$ cat src/rtl/mem_port_arbiter_if.sv
// Bus bundle between the fetch/load-store requesters, the port arbiter and the unified memory.
// The arbiter takes the slave view; the CPU side and memory model take the master view.
interface mem_port_arbiter_if #(
  parameter int ADDR_W = 32,
  parameter int DATA_W = 32
);
  logic                  if_req;
  logic [ADDR_W-1:0]     if_addr;
  logic                  if_gnt;
  logic                  if_rvalid;
  logic [DATA_W-1:0]     if_rdata;

  logic                  d_req;
  logic                  d_we;
  logic [ADDR_W-1:0]     d_addr;
  logic [DATA_W-1:0]     d_wdata;
  logic [DATA_W/8-1:0]   d_wstrb;
  logic                  d_gnt;
  logic                  d_rvalid;
  logic [DATA_W-1:0]     d_rdata;

  logic                  mem_req;
  logic                  mem_we;
  logic [ADDR_W-1:0]     mem_addr;
  logic [DATA_W-1:0]     mem_wdata;
  logic [DATA_W/8-1:0]   mem_wstrb;
  logic [DATA_W-1:0]     mem_rdata;

  modport slave (
    input  if_req, if_addr,
    input  d_req, d_we, d_addr, d_wdata, d_wstrb,
    input  mem_rdata,
    output if_gnt, if_rvalid, if_rdata,
    output d_gnt, d_rvalid, d_rdata,
    output mem_req, mem_we, mem_addr, mem_wdata, mem_wstrb
  );

  modport master (
    output if_req, if_addr,
    output d_req, d_we, d_addr, d_wdata, d_wstrb,
    output mem_rdata,
    input  if_gnt, if_rvalid, if_rdata,
    input  d_gnt, d_rvalid, d_rdata,
    input  mem_req, mem_we, mem_addr, mem_wdata, mem_wstrb
  );
endinterface

$ cat src/rtl/mem_port_arbiter.sv
// Round-robin arbiter sharing one fixed-latency memory port between fetch and load/store,
// with a single transaction in flight at a time.
module mem_port_arbiter #(
  parameter int ADDR_W      = 32,
  parameter int DATA_W      = 32,
  parameter int MEM_LATENCY = 2
) (
  input  logic                 clk,
  input  logic                 rst,
  mem_port_arbiter_if.slave    bus
);

  localparam int STRB_W = DATA_W / 8;
  localparam int CNT_W  = $clog2(MEM_LATENCY + 1);
  localparam logic [CNT_W-1:0] CNT_LOAD = CNT_W'(MEM_LATENCY - 1);

  typedef enum logic { IDLE, WAIT } state_t;
  typedef enum logic [1:0] { OWN_NONE, OWN_IF, OWN_D } owner_t;
  typedef enum logic { REQ_IF, REQ_D } req_t;

  state_t            state_q, state_d;
  owner_t            owner_q, owner_d;
  req_t              last_q, last_d;
  logic [CNT_W-1:0]  cnt_q, cnt_d;
  logic              store_q, store_d;

  logic              if_win;
  logic              d_win;

  logic              if_gnt, d_gnt, if_rvalid, d_rvalid;
  logic [DATA_W-1:0] if_rdata, d_rdata;
  logic              mem_req, mem_we;
  logic [ADDR_W-1:0] mem_addr;
  logic [DATA_W-1:0] mem_wdata;
  logic [STRB_W-1:0] mem_wstrb;

  // On contention the requester that did not win last time takes the port.
  assign if_win = bus.if_req && (!bus.d_req || (last_q == REQ_D));
  assign d_win  = bus.d_req && !if_win;

  // NOTE: every signal written here gets a default first, so no path leaves one unassigned
  // and no latch is inferred.
  always_comb begin
    state_d   = state_q;
    owner_d   = owner_q;
    last_d    = last_q;
    cnt_d     = cnt_q;
    store_d   = store_q;
    if_gnt    = 1'b0;
    d_gnt     = 1'b0;
    if_rvalid = 1'b0;
    d_rvalid  = 1'b0;
    if_rdata  = '0;
    d_rdata   = '0;
    mem_req   = 1'b0;
    mem_we    = 1'b0;
    mem_addr  = '0;
    mem_wdata = '0;
    mem_wstrb = '0;

    // Outputs stay at zero for the whole time reset is held, even the combinational ones.
    if (rst) begin
      unique case (state_q)
        IDLE: begin
          if (if_win) begin
            if_gnt   = 1'b1;
            mem_req  = 1'b1;
            mem_addr = bus.if_addr;
            owner_d  = OWN_IF;
            last_d   = REQ_IF;
            store_d  = 1'b0;
            cnt_d    = CNT_LOAD;
            state_d  = WAIT;
          end else if (d_win) begin
            d_gnt     = 1'b1;
            mem_req   = 1'b1;
            mem_we    = bus.d_we;
            mem_addr  = bus.d_addr;
            mem_wdata = bus.d_wdata;
            mem_wstrb = bus.d_we ? bus.d_wstrb : '0;
            owner_d   = OWN_D;
            last_d    = REQ_D;
            store_d   = bus.d_we;
            cnt_d     = CNT_LOAD;
            state_d   = WAIT;
          end
        end
        WAIT: begin
          if (cnt_q == '0) begin
            if (owner_q == OWN_IF) begin
              if_rvalid = 1'b1;
              if_rdata  = bus.mem_rdata;
            end else if (owner_q == OWN_D) begin
              d_rvalid = 1'b1;
              d_rdata  = store_q ? '0 : bus.mem_rdata;
            end
            owner_d = OWN_NONE;
            state_d = IDLE;
          end else begin
            cnt_d = cnt_q - CNT_W'(1);
          end
        end
        default: state_d = IDLE;
      endcase
    end
  end

  assign bus.if_gnt    = if_gnt;
  assign bus.if_rvalid = if_rvalid;
  assign bus.if_rdata  = if_rdata;
  assign bus.d_gnt     = d_gnt;
  assign bus.d_rvalid  = d_rvalid;
  assign bus.d_rdata   = d_rdata;
  assign bus.mem_req   = mem_req;
  assign bus.mem_we    = mem_we;
  assign bus.mem_addr  = mem_addr;
  assign bus.mem_wdata = mem_wdata;
  assign bus.mem_wstrb = mem_wstrb;

  // NOTE: state registers use non-blocking assignments so every flop samples pre-edge values.
  always_ff @(posedge clk or negedge rst) begin
    if (!rst) begin
      state_q <= IDLE;
      owner_q <= OWN_NONE;
      last_q  <= REQ_D;
      cnt_q   <= '0;
      store_q <= 1'b0;
    end else begin
      state_q <= state_d;
      owner_q <= owner_d;
      last_q  <= last_d;
      cnt_q   <= cnt_d;
      store_q <= store_d;
    end
  end

endmodule

$ cat src/flat_wrapper.sv
// flat-port wrapper written by rule: the top's interface ports become plain ports
module mem_port_arbiter_flat 
#(
  parameter int ADDR_W      = 32,
  parameter int DATA_W      = 32,
  parameter int MEM_LATENCY = 2
)
  (clk, rst, bus_if_req, bus_if_addr, bus_d_req, bus_d_we, bus_d_addr, bus_d_wdata, bus_d_wstrb, bus_mem_rdata, bus_if_gnt, bus_if_rvalid, bus_if_rdata, bus_d_gnt, bus_d_rvalid, bus_d_rdata, bus_mem_req, bus_mem_we, bus_mem_addr, bus_mem_wdata, bus_mem_wstrb);
  mem_port_arbiter_if #(.ADDR_W(ADDR_W), .DATA_W(DATA_W)) bus_i ();
  input  logic clk;
  input  logic rst;
  input wire logic [$bits(bus_i.if_req)-1:0] bus_if_req;
  input wire logic [$bits(bus_i.if_addr)-1:0] bus_if_addr;
  input wire logic [$bits(bus_i.d_req)-1:0] bus_d_req;
  input wire logic [$bits(bus_i.d_we)-1:0] bus_d_we;
  input wire logic [$bits(bus_i.d_addr)-1:0] bus_d_addr;
  input wire logic [$bits(bus_i.d_wdata)-1:0] bus_d_wdata;
  input wire logic [$bits(bus_i.d_wstrb)-1:0] bus_d_wstrb;
  input wire logic [$bits(bus_i.mem_rdata)-1:0] bus_mem_rdata;
  output wire logic [$bits(bus_i.if_gnt)-1:0] bus_if_gnt;
  output wire logic [$bits(bus_i.if_rvalid)-1:0] bus_if_rvalid;
  output wire logic [$bits(bus_i.if_rdata)-1:0] bus_if_rdata;
  output wire logic [$bits(bus_i.d_gnt)-1:0] bus_d_gnt;
  output wire logic [$bits(bus_i.d_rvalid)-1:0] bus_d_rvalid;
  output wire logic [$bits(bus_i.d_rdata)-1:0] bus_d_rdata;
  output wire logic [$bits(bus_i.mem_req)-1:0] bus_mem_req;
  output wire logic [$bits(bus_i.mem_we)-1:0] bus_mem_we;
  output wire logic [$bits(bus_i.mem_addr)-1:0] bus_mem_addr;
  output wire logic [$bits(bus_i.mem_wdata)-1:0] bus_mem_wdata;
  output wire logic [$bits(bus_i.mem_wstrb)-1:0] bus_mem_wstrb;
  assign bus_i.if_req = bus_if_req;
  assign bus_i.if_addr = bus_if_addr;
  assign bus_i.d_req = bus_d_req;
  assign bus_i.d_we = bus_d_we;
  assign bus_i.d_addr = bus_d_addr;
  assign bus_i.d_wdata = bus_d_wdata;
  assign bus_i.d_wstrb = bus_d_wstrb;
  assign bus_i.mem_rdata = bus_mem_rdata;
  assign bus_if_gnt = bus_i.if_gnt;
  assign bus_if_rvalid = bus_i.if_rvalid;
  assign bus_if_rdata = bus_i.if_rdata;
  assign bus_d_gnt = bus_i.d_gnt;
  assign bus_d_rvalid = bus_i.d_rvalid;
  assign bus_d_rdata = bus_i.d_rdata;
  assign bus_mem_req = bus_i.mem_req;
  assign bus_mem_we = bus_i.mem_we;
  assign bus_mem_addr = bus_i.mem_addr;
  assign bus_mem_wdata = bus_i.mem_wdata;
  assign bus_mem_wstrb = bus_i.mem_wstrb;
  mem_port_arbiter #(.ADDR_W(ADDR_W), .DATA_W(DATA_W), .MEM_LATENCY(MEM_LATENCY)) u_core (.clk(clk), .rst(rst), .bus(bus_i));
endmodule
$ cat config.mk
export PLATFORM = sky130hd
export DESIGN_NAME = mem_port_arbiter_flat
export DESIGN_NICKNAME = d
export VERILOG_FILES = /design/src/rtl/mem_port_arbiter_if.sv /design/src/rtl/mem_port_arbiter.sv /design/src/flat_wrapper.sv
export SDC_FILE = /design/constraint.sdc
export NUM_CORES = 1
export LEC_CHECK = 0
export ABC_AREA = 1
export CAP_MARGIN = 20
export CORE_AREA = 2 2 107 109
export CTS_BUF_LIST = sky130_fd_sc_hd__clkbuf_8
export CTS_CLUSTER_SIZE = 28
export DETAILED_ROUTE_END_ITERATION = 6
export DIE_AREA = 0 0 109 111
export RECOVER_POWER = 50
export SYNTH_ARGS = -nofsm -noshare
export SYNTH_HDL_FRONTEND = slang
export SYNTH_SLANG_ARGS = --single-unit
$ cat constraint.sdc
create_clock -name clk -period 2.8 [get_ports clk]
set_input_delay 0.56 -clock clk [delete_from_list [all_inputs] [get_ports clk]]
set_output_delay 0.56 -clock clk [all_outputs]
set_load 0.05 [all_outputs]
==> flow_metrics.env, run 1 <==
export IMPL_syn_area_um2=1530
export IMPL_avgRoutedWirePerCell_um=11.9
export IMPL_post_route_drc_count=0
export IMPL_wirelength_mm=8.93
export IMPL_synth_seq_cells=7
export IMPL_portBuffers=274
export IMPL_yosysUniqueCellTypes=17
export IMPL_critPathArrivalTime_ns=2.09
export IMPL_regToRegStartpoint="u_core.cnt_q[0]$_DFFE_PN0P_"
export IMPL_slew_limit_headroom_pct=57.5
export IMPL_cts_buffers=3
export IMPL_fin_crit_ns=2.65
export IMPL_via_count=2927
export IMPL_syn2layout_area_growth_pct=236
export IMPL_cts_resized=0
export IMPL_r2r_end="u_core.cnt_q[1]$_DFFE_PN0P_"
export IMPL_grt_ovfl_total=0
export IMPL_crit_fanout=35
export IMPL_path_class="in -> out"
export IMPL_cts_hold_buffers=0
export IMPL_post_cts_repair_setup_buffers=0
export IMPL_rows=39
export IMPL_required_ns=2.24
export IMPL_antenna_found_initial=0
export IMPL_initial_utilization_pct=13.8
export IMPL_gp_congestion=0.790
export IMPL_postRouteAntennaNets=0
export IMPL_drive_gt1_share_pct=22.7
export IMPL_viasPerCell=3.90
export IMPL_skew_ns=0.00257
export IMPL_status="finished, final reports clean"
export IMPL_holdCritPathClass="reg -> reg"
export IMPL_rr_worst_depth=8
export IMPL_final_common_cell="clkdlybuf4s50_1"
export IMPL_p_total_uw=1750
export IMPL_grt_first_pass_wirelength_mm=13.8
export IMPL_grt_pass1_vias=2891
export IMPL_fmaxAchievable_ghz=0.377
export IMPL_powerDensity_nw_per_um2=341
export IMPL_cts_sinks=7
export IMPL_clk_pin_slew_ns=0.04
export IMPL_cts_buffer_depth=2
export IMPL_core_area_um2=11100
export IMPL_maxSlewViolCount=0
export IMPL_hold_start="u_core.cnt_q[1]$_DFFE_PN0P_"
export IMPL_dr_pass1_iters=4
export IMPL_cts_root_buffer="clkbuf_8"
export IMPL_leakage_uw=0.00287
export IMPL_critPathCaptureType="output pin"
export IMPL_vdd_ir_drop_worst_uv=173
export IMPL_drtIter0Drc=92
export IMPL_diodes=0
export IMPL_finalHoldViolations=0
export IMPL_syn_inst=338
export IMPL_dpl_hpwl_mm=7.72
export IMPL_die_h_um=111
export IMPL_synth_nets=476
export IMPL_ys_seq_area_share_pct=11.6
export IMPL_worst_slew_pin_slew_ns=0.640
export IMPL_gr_usage_all_layers_pct=14.0
export IMPL_maxCapViolCount=0
export IMPL_min_to="u_core.cnt_q[1]$_DFFE_PN0P_"
export IMPL_dieArea_um2=12100
export IMPL_rsz0062_at_grt="no"
export IMPL_grt_max_degree=36
export IMPL_fin_nets=746
export IMPL_min_path_cells=2
export IMPL_io_pins=275
export IMPL_final_cell_mix="clkdlybuf4s50_1 (136), nor2_1 (105), buf_12 (84)"
export IMPL_syn_avg_cell_area_um2=4.52
export IMPL_yosysWarnings=0
export IMPL_h_tree_depth=1
export IMPL_startpoint_type="primary input"
export IMPL_fp_dieW_um=109
export IMPL_reg2reg_setup_slack_ns=1.50
export IMPL_clk_latency_ns=0.23
export IMPL_fin_crit_sh_pct=94.8
export IMPL_setup_viol=0
export IMPL_finalSetupTns_ns=0
export IMPL_cts_tree="done"
per-layer routing:
layer | up-vias | global-route usage [%] | part of all wire (%) | routed length [um]
met3 | 8 | 4.94 | 12 | 1050
met4 | 0 | 2.99 | 1.2 | 104
met2 | 176 | 26.5 | 51 | 4530
li1 | 1499 | - | - | -
met5 | - | 0 | 0 | 0
met1 | 1244 | 14.5 | 36 | 3250
per-stage QoR:
step | cells | instance area, um2 | util (%) | setup WS, ns | hold slack [ns]
final | 750 | 5120 | 46.3 | 0.147 | 0.465
after global routing | 750 | 5120 | 46.3 | 0.0451 | 0.488
after CTS | 750 | 5880 | 53.1 | 0.185 | 0.468
after detailed placement | 746 | 5840 | 52.7 | 0.190 | 0.459
after global placement | 746 | 5840 | 52.7 | 0.227 | 0.452
after floorplan | 338 | 1530 | - | 0.149 | 0.264
power breakdown:
group	total, uW	internal (uW)	switching (uW)
sequential	176	148	28.1
combinational	1430	618	811
clock	141	95.0	46.5
total	1750	861	885
critical path: stages:
cell	delay (ns)
clkdlybuf4s50_1	0.51
inv_1	0.06
a21oi_2	0.16
nand2_2	0.08
buf_12	0.17
nor2_1	0.10
dlymetal6s2s_1	0.44
worst max-delay path by stage:
stage / startpoint / endpoint / slack (ns) / cells past startpoint
2_1_floorplan: u_core.cnt_q[0]$_DFFE_PN0P_ / bus_d_rvalid / 0.15 / 4
4_1_cts: bus_d_req / bus_mem_addr[16] / 0.18 / 7
5_1_grt: rst / bus_d_rvalid / 0.05 / 7
3_5_place_dp: bus_d_req / bus_mem_addr[23] / 0.19 / 7
3_3_place_gp: bus_d_req / bus_mem_addr[13] / 0.23 / 7
6_report: bus_d_req / bus_mem_wdata[4] / 0.15 / 7
cell usage after synthesis, drive strengths merged:
cell type,n,share of area (%)
a21oi,1,0.57
buf,18,6.4
dfrtp,6,9.8
dfstp,1,1.7
ha,1,0.82
inv,83,20
nand2,81,20
nand3,35,11
nand3b,1,0.49
nand4,2,0.82
nor2,105,26
nor4,1,0.41
o21ai,3,0.98
flip-flops by register name, summed over array words and instances (netlist names):
signal,count
u_core.last_q,1
u_core.store_q,1
u_core.cnt_q,2
u_core.owner_q,2
u_core.state_q,1
logic make-up after synthesis:
group | synth area share [%]
and+or+nand+nor | 59.3
DFF | 11.6
buffers and inverters | 26.8
adders and majority gates | 0.820
AOI/OAI and AO/OA | 1.56
layout make-up:
class | count | area, um2
Clock buffer | 3 | 41.3
Clock inverter | 1 | 3.75
Fill cell | 1077 | 5950
Inverter | 83 | 312
Multi-Input combinational cell | 230 | 938
Sequential cell | 7 | 176
Tap cell | 143 | 179
Timing Repair Buffer | 283 | 3470
Note: power is estimated with default switching activity, not from simulation.
==> run 2, diff against run 1 <==
- CORE_AREA: 2 2 107 109 -> 2 2 106 108
- DIE_AREA: 0 0 109 111 -> 0 0 108 110
- DONT_BUFFER_PORTS: unset -> 1
- PLACE_DENSITY: unset -> 0.3
==> run 2 against run 1 <==
  * Register-to-register slack lost 0.51 ns
  * First-iteration DRC count decreased by 4.3%
  * Critical path depth increased by 1
  * Clock power about the same
  * Global-route usage decreased by 4.2 points
  * Die area is 1.8% lower
  * Count of clock-buffer cells in the layout is the same
  * Sequential power is essentially flat
  * Critical path type is now reg -> out
  * Cell area fell by 44%
==> flow_metrics.env, run 2 (synthesis gave the netlist of run 1 again) <==
export IMPL_initial_utilization_pct=14.3
export IMPL_diodes=0
export IMPL_dpl_hpwl_mm=6.19
export IMPL_hold_slack_ns=0.0262
export IMPL_p_clk_share_pct=10.0
export IMPL_drtIter0Drc=88
export IMPL_power_frac_comb_pct=77.2
export IMPL_switchingPower_uw=824
export IMPL_path_class="reg -> out"
export IMPL_rsz0062_at_grt="no"
export IMPL_grt_max_degree=36
export IMPL_maxCapViolCount=0
export IMPL_finalSetupTns_ns=0
export IMPL_clk_pin_slew_ns=0.04
export IMPL_h_tree_depth=1
export IMPL_status="finished, final reports clean"
export IMPL_gp_congestion=0.783
export IMPL_p_seq_share_pct=12.8
export IMPL_dp_cells=602
export IMPL_holdCritPathClass="in -> async"
export IMPL_drive_gt1_share_pct=24.2
export IMPL_largestRegisters="u_core.cnt_q x2, u_core.owner_q x2"
export IMPL_viasPerCell=3.97
export IMPL_post_route_drc_count=0
export IMPL_postRouteAntennaNets=0
export IMPL_finalHoldViolations=0
export IMPL_worst_slew_pin_slew_ns=1.05
export IMPL_worstPathCellList="inv_1 -> ha_1 -> nand2_1 -> inv_1 -> nand4_1 -> buf_4 -> nor2_1 -> clkbuf_1"
export IMPL_cts_hold_buffers=0
export IMPL_cp_depth=8
export IMPL_utilization_pct=27.1
export IMPL_wirelength_mm=7.15
export IMPL_dieArea_um2=11900
export IMPL_grt_pass1_vias=2017
export IMPL_timing_final_ws_setup_ns=0.259
export IMPL_cpPeakStageDelay_ns=0.49
export IMPL_cpMostUsedCell="inv_1"
export IMPL_core_area_um2=10700
export IMPL_vdd_ir_drop_worst_uv=222
export IMPL_setup_viol=0
export IMPL_die_h_um=110
export IMPL_critPathArrivalTime_ns=1.98
export IMPL_fin_crit_sh_pct=90.8
export IMPL_intPower_uw=564
export IMPL_portBuffers=0
export IMPL_cts_resized=0
export IMPL_post_cts_repair_setup_buffers=0
export IMPL_required_ns=2.24
export IMPL_cts_sinks=7
export IMPL_startpoint_type="register"
export IMPL_layoutNonFillerInstCount=606
export IMPL_fmaxAchievable_ghz=0.393
export IMPL_dr_pass1_iters=4
export IMPL_syn2layout_area_growth_pct=89.6
export IMPL_crit_slowest_cell="clkbuf_1"
export IMPL_grt_first_pass_wirelength_mm=9.43
export IMPL_clk_latency_ns=0.23
export IMPL_gr_usage_all_layers_pct=9.82
export IMPL_place_ws_ns=0.640
export IMPL_skew_ns=0.00437
export IMPL_leakage_uw=0.00194
export IMPL_fin_crit_ns=2.54
export IMPL_rr_worst_depth=4
export IMPL_cp_top_family="buffers and inverters"
export IMPL_via_count=2404
export IMPL_slew_limit_headroom_pct=29.8
export IMPL_rows=38
export IMPL_io_pins=275
export IMPL_path_buf_inv=4
export IMPL_fin_nets=605
export IMPL_antenna_found_initial=0
export IMPL_maxSlewViolCount=0
export IMPL_switching_share_pct=59.4
export IMPL_fill_cells=1234
export IMPL_fp_dieW_um=108
export IMPL_powerDensity_nw_per_um2=480
export IMPL_final_common_cell="nor2_1"
export IMPL_critPathCaptureType="output pin"
export IMPL_cts_root_buffer="clkbuf_8"
export IMPL_avgRoutedWirePerCell_um=11.8
export IMPL_cts_buffer_depth=2
export IMPL_cts_buffers=3
export IMPL_crit_fanout=33
export IMPL_final_cell_mix="nor2_1 (104), inv_1 (83), nand2_1 (80)"
export IMPL_grt_ovfl_total=0
export IMPL_cts_tree="done"
## run 2: path summary, 6_finish.rpt
kind	to	slack, ns	start
worst min-delay path	u_core.owner_q[1]$_DFFE_PN0P_	0.03	rst
min in group clk	u_core.state_q$_DFFE_PN0P_	0.44	rst
max in group asynchronous	u_core.last_q$_DFFE_PN1P_	2.60	rst
worst max register to register	u_core.store_q$_DFFE_PN0P_	0.99	u_core.state_q$_DFFE_PN0P_
worst max-delay path	bus_if_rdata[28]	0.26	u_core.cnt_q[0]$_DFFE_PN0P_
worst min register to register	u_core.owner_q[1]$_DFFE_PN0P_	0.48	u_core.owner_q[1]$_DFFE_PN0P_
## run 2: final cells by class
cell class,instances,area (um2),area share [%]
repair buffers,142,1230,42.6
multi-input cells,230,952,32.9
inverters,83,312,10.8
flip-flops and latches,7,176,6.10
well taps,140,175,6.05
clock buffers,3,41.3,1.43
clock inverters,1,3.75,0.130
## run 2: through the flow
step | power (uW) | cell area, um2
floorplan | 903 | 1530
global placement | 1310 | 3080
detailed placement | 1320 | 3080
CTS | 1460 | 3130
global route | 1470 | 2890
finish | 1390 | 2890
## run 2: power groups by stage
stage	Combinational [uW]	Clock [uW]	Sequential [uW]
after floorplan	734	0	169
after global placement	1140	0	176
after detailed placement	1140	0	177
after CTS	1140	144	177
after global routing	1140	148	183
final	1070	139	178
## run 2: per-layer routing
metal,vias up,global-route usage [%],routed length (um)
met1,1019,9.25,2400
met4,0,1.01,40
met2,166,20.5,3790
met5,-,0,0
li1,1215,-,-
met3,4,3.70,913
==> run 3, diff against run 2 <==
- ABC_CLOCK_PERIOD_IN_PS: unset -> 2800
- GPL_ROUTABILITY_DRIVEN: unset -> 0
==> results of run 3 <==
The final DEF is identical to that of run 2; final timing and power are the same.
